## config.mk

```make
export PLATFORM = sky130hd
export DESIGN_NAME = uart_tx_fifo
export DESIGN_NICKNAME = d
export VERILOG_FILES = /design/src/rtl/uart_tx_fifo.sv
export SDC_FILE = /design/constraint.sdc
export NUM_CORES = 1
export LEC_CHECK = 0
export ABC_CLOCK_PERIOD_IN_PS = 6400
export CORE_MARGIN = 2
export CORE_UTILIZATION = 59
export DETAILED_ROUTE_END_ITERATION = 8
export PLACE_DENSITY = 0.89
export SETUP_SLACK_MARGIN = 0.2
export SLEW_MARGIN = 15
export SYNTH_ARGS = -nofsm -noshare
export SYNTH_HDL_FRONTEND = slang
export SYNTH_SLANG_ARGS = --single-unit
```

## constraint.sdc

```tcl
create_clock -name clk -period 6.4 [get_ports clk]
set_clock_uncertainty 0.05 [all_clocks]
set_input_delay 0.64 -clock clk [delete_from_list [all_inputs] [get_ports clk]]
set_output_delay 0.64 -clock clk [all_outputs]
set_load 0.03 [all_outputs]
```

## src/rtl/uart_tx_fifo.sv

```systemverilog
// UART transmitter with a small transmit FIFO in front of it.
// Frames are 8N1-style: start 0, DATA_WIDTH bits LSB first, one stop 1.
//
// state | meaning
// IDLE  | line high, waiting for the FIFO to hold a word
// START | start bit (0) on the line
// DATA  | data bits, LSB first, one per baud period
// STOP  | stop bit (1); pops the next word here if one is waiting
module uart_tx_fifo #(
   parameter int CLK_FREQ   = 100_000_000,
   parameter int BAUD_RATE  = 115200,
   parameter int DATA_WIDTH = 8,
   parameter int FIFO_DEPTH = 4
) (
   input  logic                          clk,
   input  logic                          rst_n,
   input  logic                          s_valid,
   input  logic [DATA_WIDTH-1:0]         s_data,
   output logic                          s_ready,
   output logic                          tx_o,
   output logic                          busy_o,
   output logic [$clog2(FIFO_DEPTH):0]   count_o
);

   localparam int BAUD_DIV = CLK_FREQ / BAUD_RATE;
   localparam int PW = $clog2(FIFO_DEPTH);
   localparam int CW = PW + 1;
   localparam int BW = (BAUD_DIV > 1) ? $clog2(BAUD_DIV) : 1;
   localparam int NW = (DATA_WIDTH > 1) ? $clog2(DATA_WIDTH) : 1;

   localparam logic [BW-1:0] BAUD_LAST = BW'(BAUD_DIV - 1);
   localparam logic [NW-1:0] BIT_LAST  = NW'(DATA_WIDTH - 1);
   localparam logic [CW-1:0] DEPTH_C   = CW'(FIFO_DEPTH);

   typedef enum logic [1:0] {IDLE, START, DATA, STOP} state_t;

   logic [DATA_WIDTH-1:0] mem [FIFO_DEPTH];
   logic [PW-1:0]         wr_ptr;
   logic [PW-1:0]         rd_ptr;
   logic [CW-1:0]         count;

   state_t                state;
   logic [BW-1:0]         baud_cnt;
   logic [NW-1:0]         bit_cnt;
   logic [DATA_WIDTH-1:0] shreg;
   logic [DATA_WIDTH-1:0] shreg_next;
   logic [DATA_WIDTH-1:0] head;
   logic                  tx_q;

   logic push;
   logic pop;
   logic baud_wrap;

   // s_ready depends only on registered occupancy, so a push while full is
   // refused even when the FSM pops on the same edge.
   assign s_ready    = (count != DEPTH_C);
   assign push       = s_valid & s_ready;
   assign baud_wrap  = (baud_cnt == BAUD_LAST);
   assign pop        = (count != '0) &&
                       ((state == IDLE) || ((state == STOP) && baud_wrap));
   assign head       = mem[rd_ptr];
   assign shreg_next = shreg >> 1;

   assign count_o = count;
   assign tx_o    = tx_q;
   assign busy_o  = (state != IDLE) || (count != '0);

   always_ff @(posedge clk) begin
      if (push) begin
         mem[wr_ptr] <= s_data;
      end
   end

   always_ff @(posedge clk or negedge rst_n) begin
      if (!rst_n) begin
         wr_ptr <= '0;
         rd_ptr <= '0;
         count  <= '0;
      end else begin
         if (push) begin
            wr_ptr <= wr_ptr + 1'b1;
         end
         if (pop) begin
            rd_ptr <= rd_ptr + 1'b1;
         end
         case ({push, pop})
            2'b10:   count <= count + 1'b1;
            2'b01:   count <= count - 1'b1;
            default: count <= count;
         endcase
      end
   end

   always_ff @(posedge clk or negedge rst_n) begin
      if (!rst_n) begin
         state    <= IDLE;
         baud_cnt <= '0;
         bit_cnt  <= '0;
         shreg    <= '0;
         tx_q     <= 1'b1;
      end else begin
         case (state)
            IDLE: begin
               baud_cnt <= '0;
               bit_cnt  <= '0;
               tx_q     <= 1'b1;
               if (pop) begin
                  shreg <= head;
                  tx_q  <= 1'b0;
                  state <= START;
               end
            end
            START: begin
               if (baud_wrap) begin
                  baud_cnt <= '0;
                  bit_cnt  <= '0;
                  tx_q     <= shreg[0];
                  state    <= DATA;
               end else begin
                  baud_cnt <= baud_cnt + 1'b1;
               end
            end
            DATA: begin
               if (baud_wrap) begin
                  baud_cnt <= '0;
                  if (bit_cnt == BIT_LAST) begin
                     tx_q  <= 1'b1;
                     state <= STOP;
                  end else begin
                     shreg   <= shreg_next;
                     tx_q    <= shreg_next[0];
                     bit_cnt <= bit_cnt + 1'b1;
                  end
               end else begin
                  baud_cnt <= baud_cnt + 1'b1;
               end
            end
            STOP: begin
               if (baud_wrap) begin
                  baud_cnt <= '0;
                  bit_cnt  <= '0;
                  // Back-to-back frames: go straight to the next start bit.
                  if (pop) begin
                     shreg <= head;
                     tx_q  <= 1'b0;
                     state <= START;
                  end else begin
                     tx_q  <= 1'b1;
                     state <= IDLE;
                  end
               end else begin
                  baud_cnt <= baud_cnt + 1'b1;
               end
            end
            default: begin
               baud_cnt <= '0;
               bit_cnt  <= '0;
               tx_q     <= 1'b1;
               state    <= IDLE;
            end
         endcase
      end
   end

endmodule

```

# Word level (Yosys, flattened, before mapping)
# Memory sizes are Yosys's and may differ from the RTL's.
# Index checks and enable logic that the tools add are counted.
# word_totals
romBits	0
register_bits	31
ramBits	32
mem_count	1
word_cells	73
latchBits	0
inputBits	11
# mem_list
memory	words	word_bits	read_ports	rd_clocked_by_memory_dff	write_ports	line_no	source
mem	4	8	1	0	1	37	logic [DATA_WIDTH-1:0] mem [FIFO_DEPTH];
# classes
n_eq_ne	15
add_sub_neg	6
div_mod_pow	0
bitwise_logic	1
n_lt_le_gt_ge	0
n_mul	0
reduce_logical	15
shifts	0
mux	27
# ops
op	count
two-way mux 8 bit	4
case mux 8 bit (3 select lines)	1
case mux 10 bit (2 select lines)	1
!= test 2 bit (second input constant)	6
adder 10 x 1 -> 10 bit (second input constant)	1
== test 10 bit (second input constant)	1
two-way mux 10 bit	1
two-way mux 2 bit	5
two-way mux 3 bit	3
case mux 3 bit (3 select lines)	1
two-way mux 1 bit	8
case mux 2 bit (4 select lines)	1
adder 3 x 1 -> 3 bit (second input constant)	2
== test 2 bit (second input constant)	3
case mux 3 bit (2 select lines)	1
AND reduction 3 bit	2
nonzero test 3 bit	2
AND reduction 5 bit	1
adder 2 x 1 -> 2 bit (second input constant)	2
== test 2 x 1 -> 1 bit (second input constant)	2
case mux 1 bit (4 select lines)	1
AND reduction 4 bit	1
nonzero test 2 bit	2
== test 3 bit (second input constant)	1
9 further kinds	11

# Longest topological paths before layout
# logic_depth
word_depth	7
ltp_mapped	13
depth_no_buf	11

# Worst setup path after synthesis
# No wires, ideal clock.
# synth_timing
path_type	reg2reg
start	register baud_cnt[0]
end	register count[2] (netlist: count_o[2])
required_time_ns	6.270
arrival_time_ns	2.641
stages_incl_launch_ff	14
n_path_buf	2
setup_slack_ns	3.629
setup_ns	0.080
path_cell_list	dfrtp_1 ha_1 and3b_1 clkbuf_1 a41oi_2 or2_4 buf_6 inv_1 ha_1 inv_1 fa_1 xor2_1 nor2_1 xor2_1
# synth_between
elab_chain_cells	6
# synth_rtl
item	line_no	source
from (decl)	43	logic [BW-1:0] baud_cnt;
from (signal assigned)	120	baud_cnt <= baud_cnt + 1'b1;
from (signal assigned)	135	baud_cnt <= baud_cnt + 1'b1;
from (signal assigned)	152	baud_cnt <= baud_cnt + 1'b1;
== test 10 bit *	58	assign baud_wrap = (baud_cnt == BAUD_LAST);
logical AND 1 bit *	60	((state == IDLE) || ((state == STOP) && baud_wrap));
logical OR 1 bit *	60	
logical AND 1 bit *	59	assign pop = (count != '0) &&
net pop	51	logic pop;
== test 2 x 1 -> 1 bit / == test 2 bit (equally long branches)	86	case ({push, pop})
case mux 3 bit (2 select lines) / nonzero test 2 bit (equally long branches)	--	
to (signal assigned)	87	2'b10: count <= count + 1'b1;
to (signal assigned)	88	2'b01: count <= count - 1'b1;
to (signal assigned)	89	default: count <= count;
to (decl)	40	logic [CW-1:0] count;
# Mark *: on every way through the listed nets, which the timed path passes. The rest lies on a longest branch.
# A chain may end at the register's enable or synchronous reset.

# Worst setup path after layout
# Ends and elaborated chain as after synthesis.

==> run summary <==
Die ar. = 0.00579 mm²
Final Cycle Share = 45.3%
Endpoint type of the worst setup path = flip-flop
Commonest non-fill, non-tap cells in the layout = edfxtp_1 (32), dfrtp_1 (30), inv_1 (19)
Register area share after synthesis = 56.7%
Rows = 26
Core Util, Final = 69.1%
Placed Instances = 307
Dpl hpwl = 3380 µm
CTS clk-pin slew, worst paths = 0.07 ns
First-pass GRT wire length = 8580 µm
Total wire length = 4950 µm
Slew Limit Fails = 0
Largest delay share family, worst path = simple AND/OR/NAND/NOR gates
Global route overflow = 0
CTS tree = built
Synth warn = 0
Port Buffers = 16
Routed Antenna Nets = 0
Share of post-route cells with drive strength above 1 = 19.0%
Vias = 1,821
CTS Buf Count = 9
Area post-placement = 0.00326 mm²
Critical Path Fanout Max = 12
CP max-delay cell = dfrtp_1
Design area = 0.00351 mm²
Largest net degree at the start of global routing = 32
Post-CTS Setup Inserts = 0
Max-cap viol count = 0
Routability cong. = 0.812
Multi-input logic area = 0.00119 mm²
RSZ-0062 raised after global routing = no
Mean post-synth cell area = 13.3 µm²
Post-CTS Hold Buffers = 0
Yosys reg bits = 63
Clock buffer depth = 2
Buf/Inv on CP = 2
Initial antenna violation count = 0
Vias in the first global route = 1,846
Final WS setup = 3.50 ns
Netlist area before placement = 0.00307 mm²
M1 wire length = 2260 µm
Asr flop ratio synth = 49.2%
WL/cell = 15.3 µm
Die Width = 76.1 µm
Crit-path cells = ha_1 > and3b_1 > a41oi_2 > or2_4 > inv_1 > ha_1 > inv_1 > fa_1 > xor2_1 > nor2_1 > xor2_1
Nets@finish = 272
Outcome = finished, final reports clean
GRT Overall Usage = 19.1%
Count of final setup violators = 0
Commonest non-fill, non-tap cell in the layout = edfxtp_1
Routed met3 length = 203 µm
Required time worst endpoint = 6.61 ns
Resized Gates After CTS = 0
Setup_tns = 0 ns
Startpoint Class = flip-flop
Initial core utilization = 60.4%
First drt pass iteration count = 4
N_diodes = 0
Worst path max stage delay = 0.39 ns
Core ar. = 0.00507 mm²
Synth Flop Type = edfxtp_1
Worst skew pair latency = 0.34 ns
Layout Area Growth over Synthesis = 14.4%
Synth Instances = 230
Fin crit period = 2.90 ns
Die height = 76.1 µm
Worst VDD drop = 0.370 mV
Worst-margin pin slew = 0.722 ns
EDFF count, synth = 32
DRC Markers = 0
P_leak = 1.38 nW
Max layer used = met4
Vias per cell = 5.64
Mapped Nets = 254
Crit Path Category = flip-flop to flip-flop
Non-filler instance count after layout = 323
Iter 0 DRT Violations = 90
CTS H-Tree Depth = 3
Post-synth cell types = 40
Final Hold Fails = 0
Met2 WL = 2420 µm
Register area = 0.00174 mm²
CTS root buffer = clkbuf_8
Worst Hold Class = flip-flop to flip-flop
FILL cells = 358
I/O Pins = 17
Arrival time worst endpoint = 3.11 ns
Clk sink count = 63
Max_slew headroom = 51.8%
Max Clk Rate = 345 MHz
Dpl ws = 3.53 ns
Cell area power density = 508 mW/mm²
[worst min-delay path, cell delays in order (launching register included)]
cell and delay, ns:
dfstp_2 0.37, nand2_1 0.04, o21ai_0 0.06
[Yosys cell counts, types with 2 or more instances]
cell type  count  area, µm²
nor3_1        10       50.1
nand2_1       14       52.6
edfxtp_1      32        961
nand3_1        6       30.0
xor2_1         8       70.1
a31oi_1        2       12.5
nor2_1        14       52.6
nand4_1        3       18.8
buf_2          2       10.0
o21ai_0       15       75.1
ha_1          12        150
mux4_2         8        180
a22oi_1        2       15.0
and2_1         2       12.5
clkbuf_1       6       22.5
buf_6          3       33.8
o31ai_2        4       50.1
dfrtp_1       30        751
inv_1         19       71.3
a21oi_1        2       10.0
and3_1         5       31.3
a221oi_2       7        105
o31ai_1        2       15.0
xnor2_1        6       52.6
[cell families (layout without fill, tap and decap cells)]
kind of cell	after synthesis	count (layout)	synth area share [%]
flip-flops	63	63	56.7
AND/OR/NAND/NOR	60	60	10.3
buffers and inverters	30	53	4.49
adder cells (fa/ha/maj)	13	13	5.55
multiplexers	9	9	6.24
XOR/XNOR	14	14	4.00
AO/OA/AOI/OAI	41	41	12.7
[flip-flops by register name (all words and copies together) (netlist names)]
signal    flops
mem          32
count_o       3
rd_ptr        2
state         2
shreg         8
wr_ptr        2
tx_o          1
baud_cnt     10
bit_cnt       3
[path summary, 6_finish.rpt]
| check | cells after the start | start | slack [ns] | endpoint |
|---|---|---|---|---|
| min | 2 | tx_o | 0.43 | tx_o |
| max reg2reg | 11 | baud_cnt[0] | 3.50 | count_o[2] |
| min reg2reg | 2 | tx_o | 0.43 | tx_o |
| max in group asynchronous | 2 | rst_n | 5.34 | tx_o |
| max | 11 | baud_cnt[0] | 3.50 | count_o[2] |
| min in group asynchronous | 2 | rst_n | 0.65 | baud_cnt[5] |
[layer usage]
layer / up-vias / GRT usage [%]
li1: 885 / -
met1: 895 / 24.5
met2: 32 / 30.7
met3: 9 / 6.40
met4: 0 / 7.09
met5: - / 0
[per-stage QoR]
stage                     power, mW  hold slack, ns
after detailed placement       1.38           0.423
after CTS                      1.81           0.434
final                          1.78           0.430
after global placement         1.35           0.408
after floorplan                1.24           0.294
after global routing           1.91           0.472
[layout make-up]
cell class | count | share of cell area, %
tap | 70 | 2.50
sequential | 63 | 49.6
clock buffer | 9 | 3.53
inverter | 19 | 2.03
timing repair buffer | 18 | 5.00
multi-input combinational | 137 | 33.9
clock inverter | 7 | 3.43
[power breakdown]
part           internal (mW)  switching (mW)
combinational          0.309           0.406
sequential             0.554          0.0923
clock                  0.260           0.159
(Power assumes the default switching activity.)
